--- src/rtl/pacman_pkg.sv ---
// Shared types and constants for the Pac-Man maze/score logic.
package pacman_pkg;

    typedef enum logic [1:0] {
        PLAY,
        CLEAR_HOLD,
        RELOAD
    } score_state_t;

    typedef logic [3:0] bcd_digit_t;

    localparam int unsigned MAP_TILES             = 1200;
    localparam int unsigned DEFAULT_TOTAL_PELLETS = 244;

endpackage

--- src/rtl/pellet_score_if.sv ---
// Gameplay-side signals between the pellet map / video timing and the score tracker.
interface pellet_score_if #(
    parameter int unsigned SCORE_DIGITS = 5
);
    logic                      seen_pellet;
    logic                      frame_tick;
    logic [4*SCORE_DIGITS-1:0] score_bcd;
    logic [10:0]               pellets_left;
    logic [3:0]                level;
    logic                      level_clear;
    logic                      freeze;
    logic                      map_reload;

    modport master (
        output seen_pellet, frame_tick,
        input  score_bcd, pellets_left, level, level_clear, freeze, map_reload
    );

    modport slave (
        input  seen_pellet, frame_tick,
        output score_bcd, pellets_left, level, level_clear, freeze, map_reload
    );
endinterface

--- src/rtl/pellet_score_bcd_incr.sv ---
// Combinational packed-BCD +1 with ripple carry; sat flags an all-nines input.
module bcd_incr
    import pacman_pkg::*;
#(
    parameter int unsigned DIGITS = 4
) (
    input  logic [4*DIGITS-1:0] din,
    output logic [4*DIGITS-1:0] dout,
    output logic                sat
);
    always_comb begin
        logic       carry;
        bcd_digit_t d;
        dout  = '0;
        sat   = 1'b1;
        carry = 1'b1;
        for (int unsigned i = 0; i < DIGITS; i++) begin
            d = din[4*i +: 4];
            if (d != 4'd9)
                sat = 1'b0;
            if (carry) begin
                if (d == 4'd9) begin
                    dout[4*i +: 4] = 4'd0;
                end else begin
                    dout[4*i +: 4] = d + 4'd1;
                    carry          = 1'b0;
                end
            end else begin
                dout[4*i +: 4] = d;
            end
        end
    end
endmodule

--- src/rtl/pellet_score.sv ---
// Score / pellets-remaining / level tracker with the level-clear freeze and map reload sequence.
module pellet_score
    import pacman_pkg::*;
#(
    parameter int unsigned TOTAL_PELLETS = DEFAULT_TOTAL_PELLETS,
    parameter int unsigned SCORE_DIGITS  = 5,
    parameter int unsigned HOLD_FRAMES   = 120,
    parameter int unsigned MAX_LEVEL     = 15
) (
    input  logic           Clk,
    input  logic           Reset,
    pellet_score_if.slave  bus
);
    localparam int unsigned HI     = SCORE_DIGITS - 1;
    localparam int unsigned HOLD_W = $clog2(HOLD_FRAMES + 1);

    score_state_t      state_q, state_d;
    logic [4*HI-1:0]   score_q, score_inc;
    logic              score_sat;
    logic [10:0]       pellets_q;
    logic [3:0]        level_q;
    logic [HOLD_W-1:0] hold_q;
    logic              level_clear_q, map_reload_q;
    logic              eat;

    // Digit 0 is always zero, so only the tens-and-up digits are stored and incremented.
    bcd_incr #(.DIGITS(HI)) u_incr (
        .din  (score_q),
        .dout (score_inc),
        .sat  (score_sat)
    );

    always_comb begin
        state_d = state_q;
        eat     = 1'b0;
        case (state_q)
            PLAY: begin
                if (bus.seen_pellet && pellets_q != '0) begin
                    eat = 1'b1;
                    if (pellets_q == 11'd1)
                        state_d = CLEAR_HOLD;
                end
            end
            CLEAR_HOLD: begin
                if (bus.frame_tick && (hold_q + HOLD_W'(1)) == HOLD_W'(HOLD_FRAMES))
                    state_d = RELOAD;
            end
            RELOAD:  state_d = PLAY;
            default: state_d = PLAY;
        endcase
    end

    always_ff @(posedge Clk) begin
        if (Reset)
            state_q <= PLAY;
        else
            state_q <= state_d;
    end

    always_ff @(posedge Clk) begin
        if (Reset) begin
            score_q       <= '0;
            pellets_q     <= 11'(TOTAL_PELLETS);
            level_q       <= 4'd1;
            hold_q        <= '0;
            level_clear_q <= 1'b0;
            map_reload_q  <= 1'b0;
        end else begin
            level_clear_q <= 1'b0;
            map_reload_q  <= 1'b0;
            if (eat) begin
                if (!score_sat)
                    score_q <= score_inc;
                pellets_q <= pellets_q - 11'd1;
            end
            if (state_q == PLAY && state_d == CLEAR_HOLD) begin
                level_clear_q <= 1'b1;
                hold_q        <= '0;
            end
            if (state_q == CLEAR_HOLD && bus.frame_tick)
                hold_q <= hold_q + HOLD_W'(1);
            // map_reload is registered, so it is raised on entry and is high throughout RELOAD.
            if (state_q == CLEAR_HOLD && state_d == RELOAD)
                map_reload_q <= 1'b1;
            if (state_q == RELOAD) begin
                pellets_q <= 11'(TOTAL_PELLETS);
                if (level_q < 4'(MAX_LEVEL))
                    level_q <= level_q + 4'd1;
            end
        end
    end

    assign bus.score_bcd    = {score_q, 4'h0};
    assign bus.pellets_left = pellets_q;
    assign bus.level        = level_q;
    assign bus.level_clear  = level_clear_q;
    assign bus.map_reload   = map_reload_q;
    assign bus.freeze       = (state_q == CLEAR_HOLD) || (state_q == RELOAD);

endmodule

--- src/flat_wrapper.sv ---
// flat-port wrapper written by rule: the top's interface ports become plain ports
module pellet_score_flat import pacman_pkg::*;
#(
    parameter int unsigned TOTAL_PELLETS = DEFAULT_TOTAL_PELLETS,
    parameter int unsigned SCORE_DIGITS  = 5,
    parameter int unsigned HOLD_FRAMES   = 120,
    parameter int unsigned MAX_LEVEL     = 15
)
  (Clk, Reset, bus_seen_pellet, bus_frame_tick, bus_score_bcd, bus_pellets_left, bus_level, bus_level_clear, bus_freeze, bus_map_reload);
  pellet_score_if #(.SCORE_DIGITS(SCORE_DIGITS)) bus_i ();
  input  logic Clk;
  input  logic Reset;
  input wire logic [$bits(bus_i.seen_pellet)-1:0] bus_seen_pellet;
  input wire logic [$bits(bus_i.frame_tick)-1:0] bus_frame_tick;
  output wire logic [$bits(bus_i.score_bcd)-1:0] bus_score_bcd;
  output wire logic [$bits(bus_i.pellets_left)-1:0] bus_pellets_left;
  output wire logic [$bits(bus_i.level)-1:0] bus_level;
  output wire logic [$bits(bus_i.level_clear)-1:0] bus_level_clear;
  output wire logic [$bits(bus_i.freeze)-1:0] bus_freeze;
  output wire logic [$bits(bus_i.map_reload)-1:0] bus_map_reload;
  assign bus_i.seen_pellet = bus_seen_pellet;
  assign bus_i.frame_tick = bus_frame_tick;
  assign bus_score_bcd = bus_i.score_bcd;
  assign bus_pellets_left = bus_i.pellets_left;
  assign bus_level = bus_i.level;
  assign bus_level_clear = bus_i.level_clear;
  assign bus_freeze = bus_i.freeze;
  assign bus_map_reload = bus_i.map_reload;
  pellet_score #(.TOTAL_PELLETS(TOTAL_PELLETS), .SCORE_DIGITS(SCORE_DIGITS), .HOLD_FRAMES(HOLD_FRAMES), .MAX_LEVEL(MAX_LEVEL)) u_core (.Clk(Clk), .Reset(Reset), .bus(bus_i));
endmodule
--- config.mk ---
export PLATFORM = sky130hd
export DESIGN_NAME = pellet_score_flat
export DESIGN_NICKNAME = d
export VERILOG_FILES = /design/src/rtl/pacman_pkg.sv /design/src/rtl/pellet_score_if.sv /design/src/rtl/pellet_score_bcd_incr.sv /design/src/rtl/pellet_score.sv /design/src/flat_wrapper.sv
export SDC_FILE = /design/constraint.sdc
export NUM_CORES = 1
export LEC_CHECK = 0
export BUFFER_PORTS_ARGS = -buffer_cell sky130_fd_sc_hd__clkbuf_2
export CORE_MARGIN = 3
export CORE_UTILIZATION = 55
export DETAILED_ROUTE_END_ITERATION = 16
export PLACE_DENSITY = 0.78
export REMOVE_ABC_BUFFERS = 1
export SLEW_MARGIN = 5
export SYNTH_ARGS = -nofsm -noshare
export SYNTH_HDL_FRONTEND = slang
export SYNTH_HIERARCHICAL = 1
export SYNTH_SLANG_ARGS = --single-unit
--- constraint.sdc ---
create_clock -name Clk -period 2.5 [get_ports Clk]
set_clock_uncertainty 0.05 [all_clocks]
set_input_delay 0.125 -clock Clk [delete_from_list [all_inputs] [get_ports Clk]]
set_output_delay 0.125 -clock Clk [all_outputs]
set_load 0.01 [all_outputs]
# --- Yosys cells after proc, flatten, opt, wreduce, memory -nomap -nowiden ---
# Cells that the tools add are included.
op_classes:
  addsub: 7
  muxes: 23
  bitwise_logic: 1
  n_lt_le_gt_ge: 1
  eq_ne: 14
  n_reduce_logical: 15
ops:
  columns: ["op", "count"]
  rows:
  - ["adder 4 x 1 -> 4 bit, second input constant", 5]
  - ["equality test 4 bit, second input constant", 4]
  - ["2-to-1 mux 4 bit", 4]
  - ["!= test 4 bit, second input constant", 4]
  - ["2-to-1 mux 7 bit", 2]
  - ["2-to-1 mux 1 bit", 13]
  - ["equality test 11 x 1 -> 1 bit, second input constant", 1]
  - ["nonzero test 11 bit", 1]
  - ["subtractor 11 x 1 -> 11 bit, second input constant", 1]
  - ["AND reduction 3 bit", 3]
  - ["adder 7 x 1 -> 7 bit, second input constant", 1]
  - ["equality test 7 bit, second input constant", 1]
  - ["2-to-1 mux 2 bit", 3]
  - ["logical AND 1 bit", 5]
  - ["equality test 2 x 1 -> 1 bit, second input constant", 2]
  - ["equality test 2 bit, second input constant", 2]
  - ["< comparator 4 bit, second input constant", 1]
  - ["case mux 2 bit (2 select lines)", 1]
  - ["AND reduction 2 bit", 2]
  - ["zero test 2 bit", 1]
  - ["nonzero test 2 bit", 1]
  - ["OR reduction 2 bit", 1]
  - ["logical OR 1 bit", 1]
  - ["NOT 1 bit", 1]
totals:
  reg_bits: 42

# --- Longest topological paths before layout ---
# Gate-level depths: netlist (run 1).
depth:
  ltp_word: 9
  mapped_depth: 9

# --- Modules after synthesis ---
# Netlist (run 1), hierarchy kept.
modules_own_cells:
  columns: ["module", "cells_each", "seq_area_each_um2", "instances", "area_per_inst_um2"]
  rows:
  - ["pellet_score", 217, 840.8, 1, 2113.3]
  - ["bcd_incr", 55, 0.0, 1, 352.8]

# --- Least setup slack after synthesis (run 1) ---
# OpenSTA, ideal clock, no wires.
synth_path:
  path_type: "register to register"
  start: "register u_core.pellets_q[0], in the netlist u_core/bus.pellets_left[0]"
  end: "register u_core.hold_q[1]"
  setup_slack_ps: 465
  t_arrival_ps: 1869
  n_path_buf: 0
  path_stages_with_launch: 9
  setup_ps: 116
  path_cell_list: "dfxtp_1 inv_1 ha_1 nor4bb_1 nand3_1 o21ai_1 nand3b_1 o21a_1 a41o_1"
synth_between:
  elab_chain_cells: 7
  word_cells_on_any_way: 9
synth_lines:
  columns: ["element", "line", "source"]
  rows:
  - ["start, declared", "pellet_score.sv:20", "logic [10:0] pellets_q;"]
  - ["start signal, assigned", "pellet_score.sv:63", "pellets_q <= 11'(TOTAL_PELLETS);"]
  - ["start signal, assigned", "pellet_score.sv:74", "pellets_q <= pellets_q - 11'd1;"]
  - ["start signal, assigned", "pellet_score.sv:86", "pellets_q <= 11'(TOTAL_PELLETS);"]
  - ["equality test 11 x 1 -> 1 bit or nonzero test 11 bit (tied branches)", "pellet_score.sv:40, pellet_score.sv:38", null]
  - ["2-to-1 mux 2 bit or logical AND 1 bit (tied branches)", "pellet_score.sv:40, pellet_score.sv:38", null]
  - ["2-to-1 mux 2 bit *", "pellet_score.sv:38", "if (bus.seen_pellet && pellets_q != '0) begin"]
  - ["case mux 2 bit (2 select lines) *", "pellet_score.sv:36", "case (state_q)"]
  - ["equality test 2 x 1 -> 1 bit *", "pellet_score.sv:76", "if (state_q == PLAY && state_d == CLEAR_HOLD) begin"]
  - ["logical AND 1 bit *", "pellet_score.sv:76", null]
  - ["nonzero test 2 bit (no source line) *", null, null]
  - ["end signal, assigned", "pellet_score.sv:81", "hold_q <= hold_q + HOLD_W'(1);"]
  - ["end, declared", "pellet_score.sv:22", "logic [HOLD_W-1:0] hold_q;"]
# Mark *: on every way between the ends. The rest lies on a longest branch, timed or not.
# A chain may end at the register's enable or synchronous reset.

# --- Worst setup path in the final report (run 1) ---
layout_path:
  start: "register u_core.pellets_q[0], in the netlist u_core/bus.pellets_left[0]"
  end: "register u_core.hold_q[6]"
# The elaborated chain is that of the path after synthesis.

==> results.py, run 1 <==
metrics = {
    "run_status": {
        "outcome": "completed",
    },
    "floorplan": {
        "die_y_um": 73.0,
        "io_pins": 42,
        "row_count": 23,
        "fp.dieW_um": 73.0,
        "die-area_um2": 5320,
        "core_area_um2": 4170,
        "start_util_pct": 59.1,
    },
    "global_route": {
        "track_usage_pct": 18.4,
        "grt_pass1_wl_um": 7650,
        "antenna_found_initial": 0,
        "grt_pass1_vias": 1773,
        "grt_max_degree": 17,
        "grt_remaining_overflow": 0,
    },
    "detailed_routing": {
        "drt_wl_total_um": 4540,
        "wl_per_cell_um": 12.7,
        "drtPass1Iterations": 4,
        "vias": 1972,
        "via_per_inst": 5.51,
        "drc": 0,
        "drt-initial-drc-count": 114,
        "ant_nets": 0,
    },
    "sta": {
        "slew_viol_final": 0,
        "holdWs_ns": 0.192,
        "fmax_mhz": 450,
        "setup_viol": 0,
        "hold_viol": 0,
        "period_minus_slack_ns": 2.22,
        "post-route-period-util_pct": 88.8,
        "setup-tns-final_ns": 0,
        "grt_setup_unrepaired": "false",
    },
    "worst_setup_path": {
        "reg2reg_depth": 8,
        "rrSetupSlack_ns": 0.28,
        "critPathLaunchType": "flop",
        "timing.rr.start": "u_core/bus.pellets_left[0]",
        "cp_cell_sequence": "inv_1, ha_1, nor4bb_1, nand3_1, o21ai_1, nand3_2, o211ai_4, a311oi_2",
        "cp_max_fo": 5,
        "arrival_ns": 2.34,
        "cp_slowest_cell": "dfxtp_1",
        "critPathCaptureType": "flop",
        "required_ns": 2.62,
        "reg2reg_to": "u_core/hold_q[6]",
        "crit_type": "reg2reg",
        "critical_path.max_stage_delay_ns": 0.39,
    },
    "clock_tree": {
        "clock_tree.root_cell": "clkbuf_8",
        "cts-buffers-inserted": 5,
        "cts_buffer_depth": 2,
        "cts_setup_buffers": 0,
        "cts.repair.resized": 0,
        "h-tree-depth": 2,
        "clk_latency_ns": 0.30,
        "clkTransAtPathRegs_ns": 0.08,
        "cts_tree": "yes",
        "hold_buffers": 0,
        "cts.sinks": 42,
    },
    "synth": {
        "synth_compound_area_share_pct": 15.5,
        "yosys_warnings": 6,
        "synth_area_um2": 2470,
        "synth_xor_area_share_pct": 7.10,
        "synthCells": 272,
        "ys_types": 59,
        "synth-seq-cells": 42,
        "ys_seq_area_share_pct": 34.1,
        "synthFlopType": "dfxtp_1",
        "synth_adder_area_share_pct": 4.57,
        "synth_area_per_cell_um2": 9.07,
        "synth.area.mux_share_pct": 7.76,
        "synth_top_family_by_area": "simple AND/OR/NAND/NOR gates",
        "synth_edf_count": 0,
        "async_reset_ff_share_pct": 0,
        "synth-simple-area-share_pct": 24.8,
    },
    "layout": {
        "multi_input_area_um2": 1490,
        "antenna_cells": 0,
        "finalNetCount": 320,
        "stdcell_count": 358,
        "regArea_um2": 841,
        "area_growth_pct": 11.5,
        "fill_cells": 346,
        "drive_gt1_share_pct": 22.7,
        "design_area_um2": 2750,
    },
    "pwr": {
        "power.leakage_nw": 1.15,
        "ir_drop_v": 0.000293,
        "p_int_mw": 1.02,
        "clock_power_share_pct": 39.5,
        "power_density_nw_per_um2": 483,
        "power_frac_seq_pct": 52.4,
        "switching_share_pct": 23.5,
        "switching_power_uw": 312,
        "combPwrFrac_pct": 8.1,
    },
    "placement": {
        "dpl.hpwl_um": 3260,
        "dp_cells": 350,
        "dpl_cell_area_um2": 2640,
        "portBuffers": 37,
        "place_congestion": 0.788,
    },
    "min_path": {
        "hold_end": "u_core/hold_q[4]",
        "hold_path.class": "in2reg",
        "hold_depth": 2,
        "min-delay-start": "Reset",
    },
    "job": {
        "max-cap-violations": 0,
    },
}
[placed cells by master (no fill, tap or decap), types with 4 or more instances in the layout]
master	Yosys	routed
xnor2_1	14	14
xor2_1	6	6
clkbuf_2	0	37
mux2i_1	18	18
conb_1	1	4
nand2b_1	4	4
a31oi_1	5	5
clkbuf_8	0	5
inv_1	13	13
dfxtp_1	42	42
o21ai_0	6	6
o21ai_1	6	6
nor2_1	33	33
nand4_1	4	4
ha_1	9	9
nand2_1	24	24
a21oi_1	5	5
nand3_1	6	6
nor3_1	7	7
[worst max path at each step]
stage                       end                        from  slack, ns  cells past startpoint
2_1_floorplan  u_core/hold_q[1]  u_core/bus.pellets_left[0]       0.47                      8
3_3_place_gp   u_core/hold_q[5]  u_core/bus.pellets_left[0]       0.38                      8
5_1_grt        u_core/hold_q[6]  u_core/bus.pellets_left[0]        0.1                      8
4_1_cts        u_core/hold_q[6]  u_core/bus.pellets_left[0]       0.27                      8
6_report       u_core/hold_q[6]  u_core/bus.pellets_left[0]       0.28                      8
3_5_place_dp   u_core/hold_q[6]  u_core/bus.pellets_left[0]       0.35                      8
[sequential cells by signal (all words and copies together) (netlist names)]
signal and flops:
u_core/bus.pellets_left 11, u_core/bus.map_reload 1, u_core/score_q 16, u_core/state_q 2, u_core/hold_q 7, u_core/bus.level 4
u_core/bus.level_clear 1
[cells in the mapped netlist, drive strengths merged (6+ instances only)]
cell	n	area (um^2)
nand3	7	40.0
nand2	24	90.1
mux2i	18	180
xnor2	14	123
dfxtp	42	841
ha	9	113
o21ai	12	60.1
nor2	33	124
xor2	6	52.6
inv	13	48.8
nor3	8	51.3
buf	9	81.3
[stage by stage]
step,total power [mW],setup slack (ns),utilization [%]
2_1_floorplan,0.781,0.465,-
3_3_place_gp,0.817,0.382,63.3
3_5_place_dp,0.819,0.346,63.3
4_1_cts,1.34,0.268,65.9
5_1_grt,1.39,0.0990,65.9
6_report,1.33,0.280,65.9
[power groups by stage]
stage | registers, mW | clock network [mW] | logic [mW]
after floorplan | 0.714 | 0 | 0.0669
after global placement | 0.711 | 0 | 0.106
after detailed placement | 0.712 | 0 | 0.108
after CTS | 0.696 | 0.540 | 0.109
after global routing | 0.698 | 0.571 | 0.120
final | 0.696 | 0.524 | 0.108
[kinds of logic (layout without fill, tap and decap cells)]
kind of cell,count (synthesis),in the layout
fa+ha+maj,9,9
simple gates,108,108
other cells,1,4
xor+xnor,20,20
mux,19,19
buf+inv,27,60
compound gates,46,46
flops,42,42
[layout make-up]
cell class / count / area share [%]
multi-input cells: 206 / 54.1
flip-flops and latches: 42 / 30.6
repair buffers: 39 / 7.28
clock buffers: 5 / 2.50
well taps: 50 / 2.28
inverters: 13 / 1.78
clock inverters: 3 / 1.46
[per-layer routing]
metal | GRT usage [%] | routed length (um)
met1 | 22.9 | 2170
met4 | 6.35 | 41
met5 | 0 | 0
met3 | 5.79 | 252
met2 | 30.2 | 2070
[critical path, delay by kind of cell (launching register included)]
| kind | cells | cell delay, ns |
|---|---|---|
| adder cells (fa/ha/maj) | 1 | 0.25 |
| AND/OR/NAND/NOR | 3 | 0.70 |
| AO/OA/AOI/OAI | 3 | 0.60 |
| flip-flops | 1 | 0.39 |
| buffers and inverters | 1 | 0.10 |
(Power assumes the default switching activity.)
==> run 2: changes to the inputs <==
--- a/config.mk
+++ b/config.mk
@@ -5,8 +5,8 @@
 export SDC_FILE = /design/constraint.sdc
 export NUM_CORES = 1
 export LEC_CHECK = 0
+export ABC_AREA = 1
 export BUFFER_PORTS_ARGS = -buffer_cell sky130_fd_sc_hd__clkbuf_2
-export CORE_MARGIN = 3
 export CORE_UTILIZATION = 55
 export DETAILED_ROUTE_END_ITERATION = 16
 export PLACE_DENSITY = 0.78
==> run 2 against run 1 <==
Routed wire length is 9.8% higher. Final cell count is 28% higher. Sequential cell count stayed put. Via count is 19% higher.
==> results.py, run 2 <==
metrics = {
    "placement": {
        "place_congestion": 0.913,
        "dpl.hpwl_um": 3550,
        "portBuffers": 37,
    },
    "sta": {
        "slew_headroom_pct": 53.0,
        "slew_viol_final": 0,
        "period_minus_slack_ns": 1.81,
        "setup_viol": 0,
        "worstMarginPinSlew_ns": 0.704,
        "grt_setup_unrepaired": "false",
        "setup-tns-final_ns": 0,
        "fmax_mhz": 552,
        "hold_viol": 0,
        "post-route-period-util_pct": 72.5,
    },
    "detailed_routing": {
        "ant_nets": 0,
        "dr_wl_met2_um": 2330,
        "drc": 0,
        "highest_layer": "met4",
        "wl_met3_um": 166,
        "drt-initial-drc-count": 153,
        "drtPass1Iterations": 4,
        "drt_wl_total_um": 4980,
        "drt-met1-wl_um": 2400,
        "vias": 2354,
        "via_per_inst": 5.13,
        "wl_per_cell_um": 10.9,
    },
    "synth": {
        "synth-seq-cells": 42,
        "synthTopCellsByArea": "dfxtp_1, nand2_1, inv_1",
        "synth_area_per_cell_um2": 6.76,
        "yosys_warnings": 6,
        "synthTopCellsByCount": "nand2_1, inv_1, dfxtp_1",
        "async_reset_ff_share_pct": 0,
        "synthCells": 369,
        "synth_edf_count": 0,
        "ys_seq_area_share_pct": 33.7,
        "synth_top_area_cell": "dfxtp_1",
        "synth_top_area_share_pct": 33.7,
        "ys_types": 33,
        "synthFlopType": "dfxtp_1",
        "yosysMostFrequentCell": "nand2_1",
        "synth_area_um2": 2490,
    },
    "layout": {
        "top_register": "u_core/score_q",
        "layout_commonest_cell": "nand2_1",
        "multi_input_area_um2": 1340,
        "drive_gt1_share_pct": 17.2,
        "fill_cells": 393,
        "largest_register_ffs": 16,
        "antenna_cells": 0,
        "area_growth_pct": 12.8,
        "regArea_um2": 841,
        "finalNetCount": 419,
        "final_cell_mix": "nand2_1, inv_1, dfxtp_1",
    },
    "clock_tree": {
        "cts_tree": "yes",
        "cts-buffers-inserted": 5,
        "clock_tree.root_cell": "clkbuf_8",
        "cts.repair.resized": 0,
        "cts_setup_buffers": 0,
        "cts.sinks": 42,
        "cts_buffer_depth": 2,
        "clk_latency_ns": 0.30,
        "clkTransAtPathRegs_ns": 0.08,
        "hold_buffers": 0,
        "h-tree-depth": 2,
    },
    "pwr": {
        "p_total_mw": 1.57,
        "power_density_nw_per_um2": 558,
        "power.leakage_nw": 1.26,
        "ir_drop_v": 0.000316,
    },
    "floorplan": {
        "io_pins": 42,
        "die_y_um": 69.3,
        "core_area_um2": 4350,
        "row_count": 24,
        "die-area_um2": 4810,
        "fp.dieW_um": 69.3,
        "start_util_pct": 57.3,
    },
    "global_route": {
        "grt_remaining_overflow": 0,
        "grt_max_degree": 33,
        "track_usage_pct": 22.0,
        "antenna_found_initial": 0,
        "grt_pass1_wl_um": 8780,
        "grt_pass1_vias": 2064,
    },
    "worst_setup_path": {
        "cp_max_fo": 32,
        "critPathLaunchType": "flop",
        "cp_slowest_cell": "dfxtp_1",
        "critPathCaptureType": "flop",
        "cp_cell_sequence": "inv_1, ha_1, nand3_2, nand3_4, or2_1, buf_4, o21ai_0, a21oi_1",
        "crit_type": "reg2reg",
        "path_buf_inv": 2,
        "cp_top_family": "simple AND/OR/NAND/NOR gates",
        "required_ns": 2.63,
        "critical_path.max_stage_delay_ns": 0.37,
        "arrival_ns": 1.94,
    },
    "min_path": {
        "hold_path.class": "in2reg",
    },
    "run_status": {
        "outcome": "completed",
    },
    "job": {
        "max-cap-violations": 0,
    },
}
run 2: cells by family (layout without fill, tap and decap cells):
group / count (synthesis) / in the layout / synth area share, %
AOI/OAI and AO/OA: 72 / 72 / 15.2
DFF: 42 / 42 / 33.7
other: 1 / 4 / 0.150
and+or+nand+nor: 165 / 165 / 31.0
adders and majority gates: 9 / 9 / 4.52
buffers and inverters: 73 / 108 / 13.0
xor gates and xnor gates: 7 / 7 / 2.46
run 2: worst paths after layout:
path | startpoint | to | slack (ns) | depth (start not counted)
min | Reset | u_core/hold_q[5] | 0.08 | 2
max | u_core/bus.pellets_left[0] | u_core/score_q[0] | 0.69 | 8
max reg2reg | u_core/bus.pellets_left[0] | u_core/score_q[0] | 0.69 | 8
min reg2reg | u_core/bus.pellets_left[0] | u_core/bus.pellets_left[0] | 0.45 | 2
run 2: per-stage QoR:
step                instance area (um^2)  hold WS, ns  util (%)  setup WS (ns)  cells
floorplan                           2410        0.144         -          0.569    361
global placement                    2670        0.392      61.4          0.769    451
detailed placement                  2670        0.403      61.4          0.690    451
CTS                                 2810       0.0755      64.6          0.681    459
global route                        2810       0.0876      64.6          0.476    459
finish                              2810       0.0802      64.6          0.688    459
run 2: layout make-up:
cell class              count  share of cell area, %
inverters                  62                   8.27
flip-flops and latches     42                   29.9
repair buffers             38                   6.85
well taps                  52                   2.31
clock buffers               6                   2.93
multi-input cells         257                   47.6
clock inverters             2                   2.13
run 2: layer usage:
layer  up-vias  GRT usage, %
met5         -             0
met4         0          7.26
met3         7          5.09
met2        45          36.5
met1      1057          28.0
li1       1245             -
run 2: power breakdown:
group / total [mW] / switching, mW / internal [mW]
Combinational: 0.175 / 0.112 / 0.0626
Clock: 0.666 / 0.240 / 0.426
Sequential: 0.729 / 0.0361 / 0.693
==> run 3: changes to the inputs <==
--- a/config.mk
+++ b/config.mk
@@ -5,7 +5,7 @@
 export SDC_FILE = /design/constraint.sdc
 export NUM_CORES = 1
 export LEC_CHECK = 0
-export ABC_AREA = 1
+export ABC_AREA = 0
 export BUFFER_PORTS_ARGS = -buffer_cell sky130_fd_sc_hd__clkbuf_2
 export CORE_UTILIZATION = 55
 export DETAILED_ROUTE_END_ITERATION = 16
==> constraint.sdc (replaced) <==
create_clock -name Clk -period 1.8 [get_ports Clk]
set_clock_uncertainty 0.05 [all_clocks]
set_input_delay 0.09 -clock Clk [delete_from_list [all_inputs] [get_ports Clk]]
set_output_delay 0.09 -clock Clk [all_outputs]
set_load 0.01 [all_outputs]
==> run 3 against run 2 <==
Critical endpoint is now u_core/hold_q[5]. The flow now finishes with violations (setup timing). Sequential share of layout area is 4.7 points lower. Sequential power is 32% higher. Register-to-register slack worse by 0.84 ns. Setup slack worse by 0.84 ns. Non-clock buffer count is 58 higher. Die area is 1.1% lower. Worst hold slack worse by 0.036 ns. Combinational power is 70% higher. Via count is 0.72% lower. Critical path depth stayed put.
==> results.py, run 3 (same netlist as run 1, synthesis figures left out) <==
metrics = {
    "detailed_routing": {
        "drt-initial-drc-count": 174,
        "vias": 2337,
        "drtPass1Iterations": 4,
        "drc": 0,
        "wl_per_cell_um": 16.8,
        "via_per_inst": 5.63,
        "drt_wl_total_um": 6970,
        "ant_nets": 0,
    },
    "layout": {
        "drive_gt1_share_pct": 44.7,
        "final_cell_mix": "buf_4, clkbuf_2, nor2_1",
        "finalNetCount": 377,
        "area_growth_pct": 37.6,
        "stdcell_count": 415,
        "layout_commonest_cell": "buf_4",
        "antenna_cells": 0,
        "fill_cells": 246,
        "top_register": "u_core/score_q",
        "largest_register_ffs": 16,
    },
    "clock_tree": {
        "cts.sinks": 42,
        "clock_tree.root_cell": "clkbuf_8",
        "cts_tree": "yes",
        "cts_buffer_depth": 2,
        "clkTransAtPathRegs_ns": 0.08,
        "clk_latency_ns": 0.30,
        "cts-buffers-inserted": 5,
        "h-tree-depth": 2,
    },
    "sta": {
        "slew_viol_final": 0,
        "hold_viol": 0,
        "fmax_mhz": 513,
        "worst_slack_ns": -0.148,
        "setup_viol": 31,
        "post-route-period-util_pct": 108,
        "period_minus_slack_ns": 1.95,
        "grt_setup_unrepaired": "true",
    },
    "worst_setup_path": {
        "cp_slowest_cell": "nor4bb_4",
        "cp_common_cell": "nand3_2",
        "critPathLaunchType": "flop",
        "cp_max_fo": 5,
        "arrival_ns": 2.07,
        "critical_path.max_stage_delay_ns": 0.36,
        "cp_cell_sequence": "inv_4, ha_4, nor4bb_4, nand3_2, o21ai_2, nand3_2, o211ai_4, a311oi_2",
        "rrSetupSlack_ns": -0.15,
        "crit_type": "reg2reg",
        "required_ns": 1.92,
        "critPathCaptureType": "flop",
    },
    "min_path": {
        "hold_path.class": "in2reg",
    },
    "global_route": {
        "grt_remaining_overflow": 0,
        "antenna_found_initial": 0,
        "grt_pass1_wl_um": 9050,
        "grt_pass1_vias": 2126,
        "grt_max_degree": 23,
        "track_usage_pct": 25.5,
    },
    "floorplan": {
        "io_pins": 42,
        "die-area_um2": 4760,
        "die_y_um": 69.0,
        "row_count": 23,
        "start_util_pct": 59.5,
        "core_area_um2": 4140,
        "fp.dieW_um": 69.0,
    },
    "placement": {
        "dpl.hpwl_um": 3980,
        "portBuffers": 37,
        "place_congestion": 0.889,
        "dp_cells": 395,
        "dp_slack_ns": -0.174,
    },
    "pwr": {
        "ir_drop_v": 0.000460,
        "p_total_mw": 1.89,
        "power_density_nw_per_um2": 557,
        "power.leakage_nw": 1.48,
    },
    "run_status": {
        "outcome": "finished, violations left",
        "violations": "setup timing",
    },
    "job": {
        "max-cap-violations": 0,
    },
}
run 3: cell count changes in the layout (fill, tap and decap cells not counted), moves of 12 or more:
| cell | before | now |
|---|---|---|
| o21ai_0 | 20 | 5 |
| inv_1 | 58 | 10 |
| a21oi_1 | 36 | 5 |
| nand3_1 | 31 | 4 |
| buf_4 | 1 | 55 |
| mux2i_1 | 0 | 17 |
| xnor2_1 | 1 | 14 |
| dfxtp_1 | 42 | 30 |
| nand2_1 | 73 | 22 |
| dfxtp_2 | 0 | 12 |
run 3: per-stage QoR:
| step | area, um^2 | hold slack, ns | TNS (ns) | utilization [%] |
|---|---|---|---|---|
| floorplan | 2380 | 0.105 | -4.26 | - |
| CTS | 3170 | 0.0453 | -0.228 | 76.6 |
| global placement | 3000 | 0.350 | -0.696 | 72.5 |
| global route | 3390 | 0.0577 | -3.85 | 81.9 |
| detailed placement | 3000 | 0.357 | -1.19 | 72.5 |
| finish | 3390 | 0.0442 | -1.95 | 81.9 |
run 3: what timing repair did:
item / in CTS / in global routing
setup buffers: 2 / 9
pin swaps: 12 / 8
gates resized for setup: 16 / 32
gates cloned: 0 / 1
hold buffers: 0 / 0
endpoints found under the setup margin: 12 / 34
run 3: layout make-up:
cell class,instances,area (um^2),area share (%)
Sequential cell,42,856,25.2
Tap cell,50,62.6,1.84
Timing Repair Buffer,96,674,19.9
Inverter,13,51.3,1.51
Clock buffer,7,86.3,2.54
Multi-Input combinational cell,206,1660,48.9
Clock inverter,1,5.00,0.147
run 3: path summary, 6_finish.rpt:
kind | startpoint | to | depth (start not counted)
max | u_core/bus.pellets_left[1] | u_core/hold_q[5] | 8
min reg2reg | u_core/bus.pellets_left[3] | u_core/bus.pellets_left[3] | 2
min | Reset | u_core/bus.level[1] | 2
max reg2reg | u_core/bus.pellets_left[1] | u_core/hold_q[5] | 8
run 3: power breakdown:
| group | switching (mW) | internal (mW) |
|---|---|---|
| sequential | 0.0148 | 0.945 |
| combinational | 0.159 | 0.139 |
| clock | 0.324 | 0.310 |
| total | 0.498 | 1.39 |
run 3: critical path, delay by kind of cell, from the launching register on:
family                   cells  cell delay [ns]
AO/OA/AOI/OAI                3             0.55
adder cells (fa/ha/maj)      1             0.17
buffers and inverters        1             0.05
flip-flops                   1             0.35
AND/OR/NAND/NOR              3             0.65
run 3: metal layers:
metal | vias to the layer above | wire length [um] | GRT usage [%]
li1 | 1135 | - | -
met5 | - | 0 | 0
met3 | 21 | 374 | 5.10
met2 | 77 | 3530 | 44.5
met1 | 1104 | 2860 | 28.7
met4 | 0 | 192 | 14.0
